===== src/rtl/fifo_uart_tx_if.sv =====
// Read-side handshake between a single_clock_fifo and the UART transmit stage
// that drains it. The transmitter is the master (it issues the pop strobe).
interface fifo_uart_tx_if #(
  parameter int DATAWIDTH = 8
) ();
  logic                 fifo_read_req;
  logic [DATAWIDTH-1:0] fifo_data;
  logic                 fifo_empty;

  modport master (output fifo_read_req, input fifo_data, input fifo_empty);
  modport slave  (input fifo_read_req, output fifo_data, output fifo_empty);
endinterface


===== src/rtl/fifo_uart_tx.sv =====
// UART transmitter that pops one FIFO word per frame and shifts it out LSB
// first with a start bit and STOP_BITS stop bits; tx is idle high and registered.
module fifo_uart_tx #(
  parameter int DATAWIDTH    = 8,
  parameter int CLKS_PER_BIT = 16,
  parameter int STOP_BITS    = 1
) (
  input  logic           clk,
  input  logic           reset,
  input  logic           enable,
  fifo_uart_tx_if.master fifo,
  output logic           tx,
  output logic           busy,
  output logic           frame_done
);
  localparam int BAUD_W = $clog2(CLKS_PER_BIT * STOP_BITS);
  localparam int BIT_W  = $clog2(DATAWIDTH + 1);

  localparam logic [BAUD_W-1:0] BIT_LAST  = BAUD_W'(CLKS_PER_BIT - 1);
  localparam logic [BAUD_W-1:0] STOP_LAST = BAUD_W'(CLKS_PER_BIT * STOP_BITS - 1);
  localparam logic [BAUD_W-1:0] BAUD_ONE  = BAUD_W'(1);
  localparam logic [BIT_W-1:0]  DATA_LAST = BIT_W'(DATAWIDTH - 1);
  localparam logic [BIT_W-1:0]  BIT_ONE   = BIT_W'(1);

  typedef enum logic [2:0] {IDLE, FETCH, LOAD, START, DATA, STOP} state_t;

  state_t               state, state_d;
  logic [DATAWIDTH-1:0] shreg, shreg_d;
  logic [BAUD_W-1:0]    baud, baud_d;
  logic [BIT_W-1:0]     bit_cnt, bit_cnt_d;
  logic                 tx_d;

  // NOTE: non-blocking assignments here so every register samples the
  // pre-edge values computed by the combinational processes.
  always_ff @(posedge clk) begin
    if (reset) begin
      // NOTE: the datapath registers are reset too, so an abandoned frame
      // leaves no stale word or count behind.
      state   <= IDLE;
      shreg   <= '0;
      baud    <= '0;
      bit_cnt <= '0;
      tx      <= 1'b1;
    end else begin
      state   <= state_d;
      shreg   <= shreg_d;
      baud    <= baud_d;
      bit_cnt <= bit_cnt_d;
      tx      <= tx_d;
    end
  end

  always_comb begin
    // NOTE: hold-by-default assignments first, so no path leaves a latch.
    state_d   = state;
    shreg_d   = shreg;
    baud_d    = baud;
    bit_cnt_d = bit_cnt;
    unique case (state)
      IDLE:  if (enable && !fifo.fifo_empty) state_d = FETCH;
      FETCH: state_d = LOAD;
      LOAD: begin
        shreg_d   = fifo.fifo_data;
        baud_d    = '0;
        bit_cnt_d = '0;
        state_d   = START;
      end
      START: begin
        if (baud == BIT_LAST) begin
          baud_d  = '0;
          state_d = DATA;
        end else begin
          baud_d = baud + BAUD_ONE;
        end
      end
      DATA: begin
        if (baud == BIT_LAST) begin
          baud_d    = '0;
          shreg_d   = shreg >> 1;
          bit_cnt_d = bit_cnt + BIT_ONE;
          if (bit_cnt == DATA_LAST) state_d = STOP;
        end else begin
          baud_d = baud + BAUD_ONE;
        end
      end
      STOP: begin
        if (baud == STOP_LAST) begin
          baud_d  = '0;
          state_d = IDLE;
        end else begin
          baud_d = baud + BAUD_ONE;
        end
      end
      default: state_d = IDLE;
    endcase
  end

  // tx is registered, so its next value is derived from the next state.
  always_comb begin
    fifo.fifo_read_req = (state == FETCH);
    busy               = (state != IDLE);
    frame_done         = (state == STOP) && (baud == STOP_LAST);
    unique case (state_d)
      START:   tx_d = 1'b0;
      DATA:    tx_d = shreg_d[0];
      default: tx_d = 1'b1;
    endcase
  end
endmodule


===== src/flat_wrapper.sv =====
// flat-port wrapper written by rule: the top's interface ports become plain ports
module fifo_uart_tx_flat 
#(
  parameter int DATAWIDTH    = 8,
  parameter int CLKS_PER_BIT = 16,
  parameter int STOP_BITS    = 1
)
  (clk, reset, enable, tx, busy, frame_done, fifo_fifo_read_req, fifo_fifo_data, fifo_fifo_empty);
  fifo_uart_tx_if #(.DATAWIDTH(DATAWIDTH)) fifo_i ();
  input  logic clk;
  input  logic reset;
  input  logic enable;
  output logic tx;
  output logic busy;
  output logic frame_done;
  output wire logic [$bits(fifo_i.fifo_read_req)-1:0] fifo_fifo_read_req;
  input wire logic [$bits(fifo_i.fifo_data)-1:0] fifo_fifo_data;
  input wire logic [$bits(fifo_i.fifo_empty)-1:0] fifo_fifo_empty;
  assign fifo_fifo_read_req = fifo_i.fifo_read_req;
  assign fifo_i.fifo_data = fifo_fifo_data;
  assign fifo_i.fifo_empty = fifo_fifo_empty;
  fifo_uart_tx #(.DATAWIDTH(DATAWIDTH), .CLKS_PER_BIT(CLKS_PER_BIT), .STOP_BITS(STOP_BITS)) u_core (.clk(clk), .reset(reset), .enable(enable), .fifo(fifo_i), .tx(tx), .busy(busy), .frame_done(frame_done));
endmodule

===== config.mk =====
export PLATFORM = sky130hd
export DESIGN_NAME = fifo_uart_tx_flat
export DESIGN_NICKNAME = d
export VERILOG_FILES = /design/src/rtl/fifo_uart_tx_if.sv /design/src/rtl/fifo_uart_tx.sv /design/src/flat_wrapper.sv
export SDC_FILE = /design/constraint.sdc
export NUM_CORES = 1
export LEC_CHECK = 0
export CAP_MARGIN = 20
export CORE_ASPECT_RATIO = 1.4
export CORE_MARGIN = 5
export CORE_UTILIZATION = 52
export CTS_CLUSTER_DIAMETER = 30
export DETAILED_ROUTE_END_ITERATION = 12
export PLACE_DENSITY = 0.78
export SETUP_SLACK_MARGIN = 0.2
export SLEW_MARGIN = 20
export SYNTH_ARGS = -nofsm -noshare
export SYNTH_HDL_FRONTEND = slang
export SYNTH_SLANG_ARGS = --single-unit

===== constraint.sdc =====
create_clock -name clk -period 4.4 [get_ports clk]
set_input_delay 1.32 -clock clk [delete_from_list [all_inputs] [get_ports clk]]
set_output_delay 1.32 -clock clk [all_outputs]
set_load 0.005 [all_outputs]

# --- After elaboration in Yosys (flattened, before gate mapping) ---
# Index checks and enable logic that the tools add are counted.
op_classes:
  mul: 0
  n_shift: 0
  order_cmp: 0
  n_eq_ne: 10
  n_bitwise: 0
  reduce_logical: 9
  div: 0
  muxes: 13
  addsub: 2
ops:
  columns: ["operator", "n"]
  rows:
  - ["3-bit one-hot mux with 6 select lines", 1]
  - ["4-bit one-hot mux with 2 select lines", 2]
  - ["8-bit one-hot mux with 2 select lines", 1]
  - ["3-bit two-way mux", 5]
  - ["3-bit by 2-bit == test with 1-bit output, second input constant", 3]
  - ["3-bit == test, second input constant", 3]
  - ["4-bit by 1-bit adder with 4-bit output, second input constant", 2]
  - ["4-bit two-way mux", 2]
  - ["8-bit two-way mux", 1]
  - ["4-bit by 3-bit == test with 1-bit output, second input constant", 1]
  - ["4-bit == test, second input constant", 1]
  - ["2-bit nonzero test", 2]
  - ["3-bit by 1-bit == test with 1-bit output, second input constant", 1]
  - ["3-bit zero test", 1]
  - ["3-bit nonzero test", 1]
  - ["3-bit OR reduction", 1]
  - ["1-bit logical AND", 2]
  - ["2-bit by 1-bit inequality test with 1-bit output, second input constant", 1]
  - ["1-bit one-hot mux with 2 select lines", 1]
  - ["2-bit AND reduction", 1]
  - ["1-bit zero test", 1]
word_totals:
  latchBits: 0
  out_inout_bits: 4
  ramBits: 0
  n_memories: 0
  ff_bits: 20
  mem_bits_ro: 0
  wordCells: 40

# --- Logic depth before layout (Yosys ltp) ---
logic_depth:
  word_depth: 6
  ltp_mapped: 8

# --- Worst setup path before layout ---
# No wires, ideal clock.
synth_path:
  kind: "flip-flop to output port"
  start: "reg u_core.baud[0]"
  end: "out frame_done"
  t_arrival_ns: 1.087
  required_ns: 3.080
  slack_ns: 1.993
  stages_incl_launch_ff: 5
  path_cell_list: "dfxtp_1 -> ha_1 -> and3_4 -> and2_1 -> and2_1"
synth_between:
  elab_chain_cells: 2
synth_lines:
  columns: ["element", "line", "source"]
  rows:
  - ["start: declaration", "fifo_uart_tx.sv:29", "logic [BAUD_W-1:0] baud, baud_d;"]
  - ["start signal: assignment", "fifo_uart_tx.sv:47", "baud <= baud_d;"]
  - ["4-bit == test", "fifo_uart_tx.sv:102", "frame_done = (state == STOP) && (baud == STOP_LAST);"]
  - ["1-bit logical AND", "fifo_uart_tx.sv:102", null]
  - ["end: declaration", "flat_wrapper.sv:15", "output logic frame_done;"]
# No other way between the ends.

# --- Worst setup path in the final report ---
# Same ends and word-level chain as after synthesis.

==> metrics <==
Num Clock Sinks=20; maximum number of pins on one net before global-route repair=21; number of antenna violations at the first check in global routing=0; Die Ht=61.2 µm; Setup crit end kind=output port; slew margin rel.=40.7%; count of warnings emitted by yosys=0; Max-Cap Viols=0; Synth top cells by count=dfxtp_1, nand2_1, a21oi_1; max incr delay on CP=490 ps; DPL Wire Length=1.35 mm; endpoint required time on the critical path=3080 ps; fraction of power consumed by sequential logic=54.9%; I/O pin total=16; horizontal die dimension=46.6 µm; mean instance size in the synthesized netlist=8.39 µm²; routed length per instance=12.9 µm; # Post-CTS Setup Buffers=0; pre-CTS setup slack=1440 ps; type of origin of the critical path=flop; internal power of the cells=268 µW; # resized after CTS=0; final instance area=1140 µm²; Netlist Area Pre-Place=973 µm²; PnR worst setup slack=1070 ps; area growth from synthesis to layout=17.1%; flop-to-flop setup slack=2170 ps; number of global-route vias before repair=828; post-synthesis sequential element count=20; global placement routability congestion=0.866; count of hold-fix buffers inserted at cts=0; root buffer selected by CTS=clkbuf_4; syn_nets=130; share of total power consumed by net switching=25.2%; worst path cell trace=ha_1 > and3_4 > and2_1 > and2_1 > clkdlybuf4s50_1; GR Overflow Total=0; Port Buffer Count=15; final standard cell utilization of the core=64.1%; Post-Route Skew=1.32 ps; classification of the worst setup path=reg -> out; cell repeated most along the worst path=and2_1; kind of cell adding the most delay to the critical path=simple AND/OR/NAND/NOR gates; TritonCTS buffer count=3; fraction of the yosys area taken by sequential cells=41.1%; most repeated cell in the gate-level netlist after synthesis=dfxtp_1; count of TritonRoute iterations in the first routing pass=4; final total negative setup slack=0 ps; post-synth top area cell=dfxtp_1; fin crit period=3330 ps; pins over their slew limit=0; clock network power share=29.5%; transition time of the tightest slew-check pin=884 ps; unrepaired setup endpoints after global routing=false; number of hold-slack violations in the final timing report=0; clock slew at the register clock pins of the worst setup and hold paths=110 ps; CTS max path bufs=2; number of vias per cell after detailed routing=5.79; post-detailed-placement cell area=1100 µm²; worst hold slack across all endpoints=462 ps; total number of H-tree levels=1; DR DRC count=0; die area=2850 µm²; buffering stage count on the worst path with inverters included=1; ant diodes=0; initial standard-cell utilization of the core=54.7%; total number of vias=851; Slowest cell on crit path=clkdlybuf4s50_1; ys flop type=dfxtp_1; aggregate routed wire length=1.89 mm; area share of the leading cell type in the synthesized netlist=41.1%; number of instances in the synthesized netlist=116; Cell variety after synth=31; count of flip-flops with a built-in enable after synthesis=0; fraction of layout cells with a size suffix above 1=7.09%; initial drt markers=23; leak pwr=0.000425 µW; share of total power in combinational logic=15.6%; worst min-delay path class=reg -> reg; core outline area=1780 µm²; first-pass GRT wire length=3.31 mm; ANT nets after route=0; final net count=142; Switching Power=90.2 µW; cells taking the most area after synthesis=dfxtp_1, a21oi_1, a22oi_1; Fmax achieved=301 MHz; Worst IR Drop VDD=0.212 mV; overall global routing resource usage=15.8%; setup violators final=0; proportion of synthesized flip-flops having asynchronous set or reset=0%; Power per Cell Area=315 nW/µm²; clock tree from TritonCTS=yes; run status=finished clean; later-pin clock latency in the skew report=300 ps; WP data arrival=2010 ps; highest fanout seen on the critical path=5; total number of placement rows=18; final cycle utilization of the critical path=75.6%
[power by group through the flow]
| stage | Sequential, µW | Clock, µW | Combinational (µW) |
|---|---|---|---|
| 3_5_place_dp | 201 | 0 | 55.7 |
| 2_1_floorplan | 196 | 0 | 38.8 |
| 5_1_grt | 198 | 119 | 62.3 |
| 6_report | 197 | 106 | 55.8 |
| 4_1_cts | 197 | 110 | 56.0 |
| 3_3_place_gp | 201 | 0 | 55.1 |
[cell type report]
type	instances	area [µm²]
Multi-Input combinational cell	84	513
Tap cell	20	25.0
Inverter	4	15.0
Sequential cell	20	400
Timing Repair Buffer	15	150
Clock buffer	4	36.3
Fill cell	151	639
[final timing paths]
kind                           startpoint                      endpoint  depth (start not counted)
max           u_core.baud[0]$_SDFFE_PP0P_                    frame_done                          5
min          u_core.shreg[3]$_SDFFE_PP0P_  u_core.shreg[3]$_SDFFE_PP0P_                          2
max reg2reg    u_core.state[1]$_SDFF_PP0_          u_core.tx$_SDFF_PP1_                          5
min reg2reg  u_core.shreg[3]$_SDFFE_PP0P_  u_core.shreg[3]$_SDFFE_PP0P_                          2
[tightest hold or removal path, delay by kind of cell (launching register included)]
family	cells	cell delay (ps)
AND/OR/NAND/NOR	1	50
AO/OA/AOI/OAI	1	50
flip-flops	1	330
[logic make-up after synthesis]
kind of cell / count (synthesis) / share of synthesized area, %
adder cells (fa/ha/maj): 2 / 2.57
AND/OR/NAND/NOR: 46 / 24.0
AO/OA/AOI/OAI: 30 / 20.1
flip-flops: 20 / 41.1
multiplexers: 4 / 4.24
XOR/XNOR: 2 / 1.80
buffers and inverters: 12 / 6.17
[metal layers]
metal / vias up / global-route usage [%] / routed length [µm]
met5: - / 0 / 0
met4: 0 / 9.76 / 17
met3: 2 / 2.92 / 114
met2: 26 / 28.0 / 963
met1: 388 / 16.8 / 795
li1: 435 / - / -
[metrics by stage]
stage / cells / power, µW
after CTS: 147 / 362
after global routing: 147 / 380
after detailed placement: 143 / 257
after global placement: 143 / 256
after floorplan: 116 / 235
final: 147 / 359
[cells in the final DEF, fill, tap and decap left out, drive strengths merged]
cell type      Yosys  layout
a2111oi            1       1
a211o              1       1
a211oi             1       1
a21oi             14      14
a22o               1       1
a22oi              8       8
a41oi              1       1
and2               2       2
and3               3       3
clkbuf             3       4
clkdlybuf4s50      0      15
dfxtp             20      20
ha                 2       2
inv                4       4
mux2               1       1
mux2i              3       3
nand2             16      16
nand4              1       1
nor2              14      14
nor2b              1       1
nor3               6       6
nor3b              2       2
nor4bb             1       1
o22ai              2       2
o32a               1       1
xor2               2       2
[registers in the layout, summed over array words and instances (netlist names)]
| register | count |
|---|---|
| u_core.shreg | 8 |
| u_core.state | 3 |
| u_core.baud | 4 |
| u_core.tx | 1 |
| u_core.bit_cnt | 4 |
No activity file was read; power rests on OpenSTA's default activity.
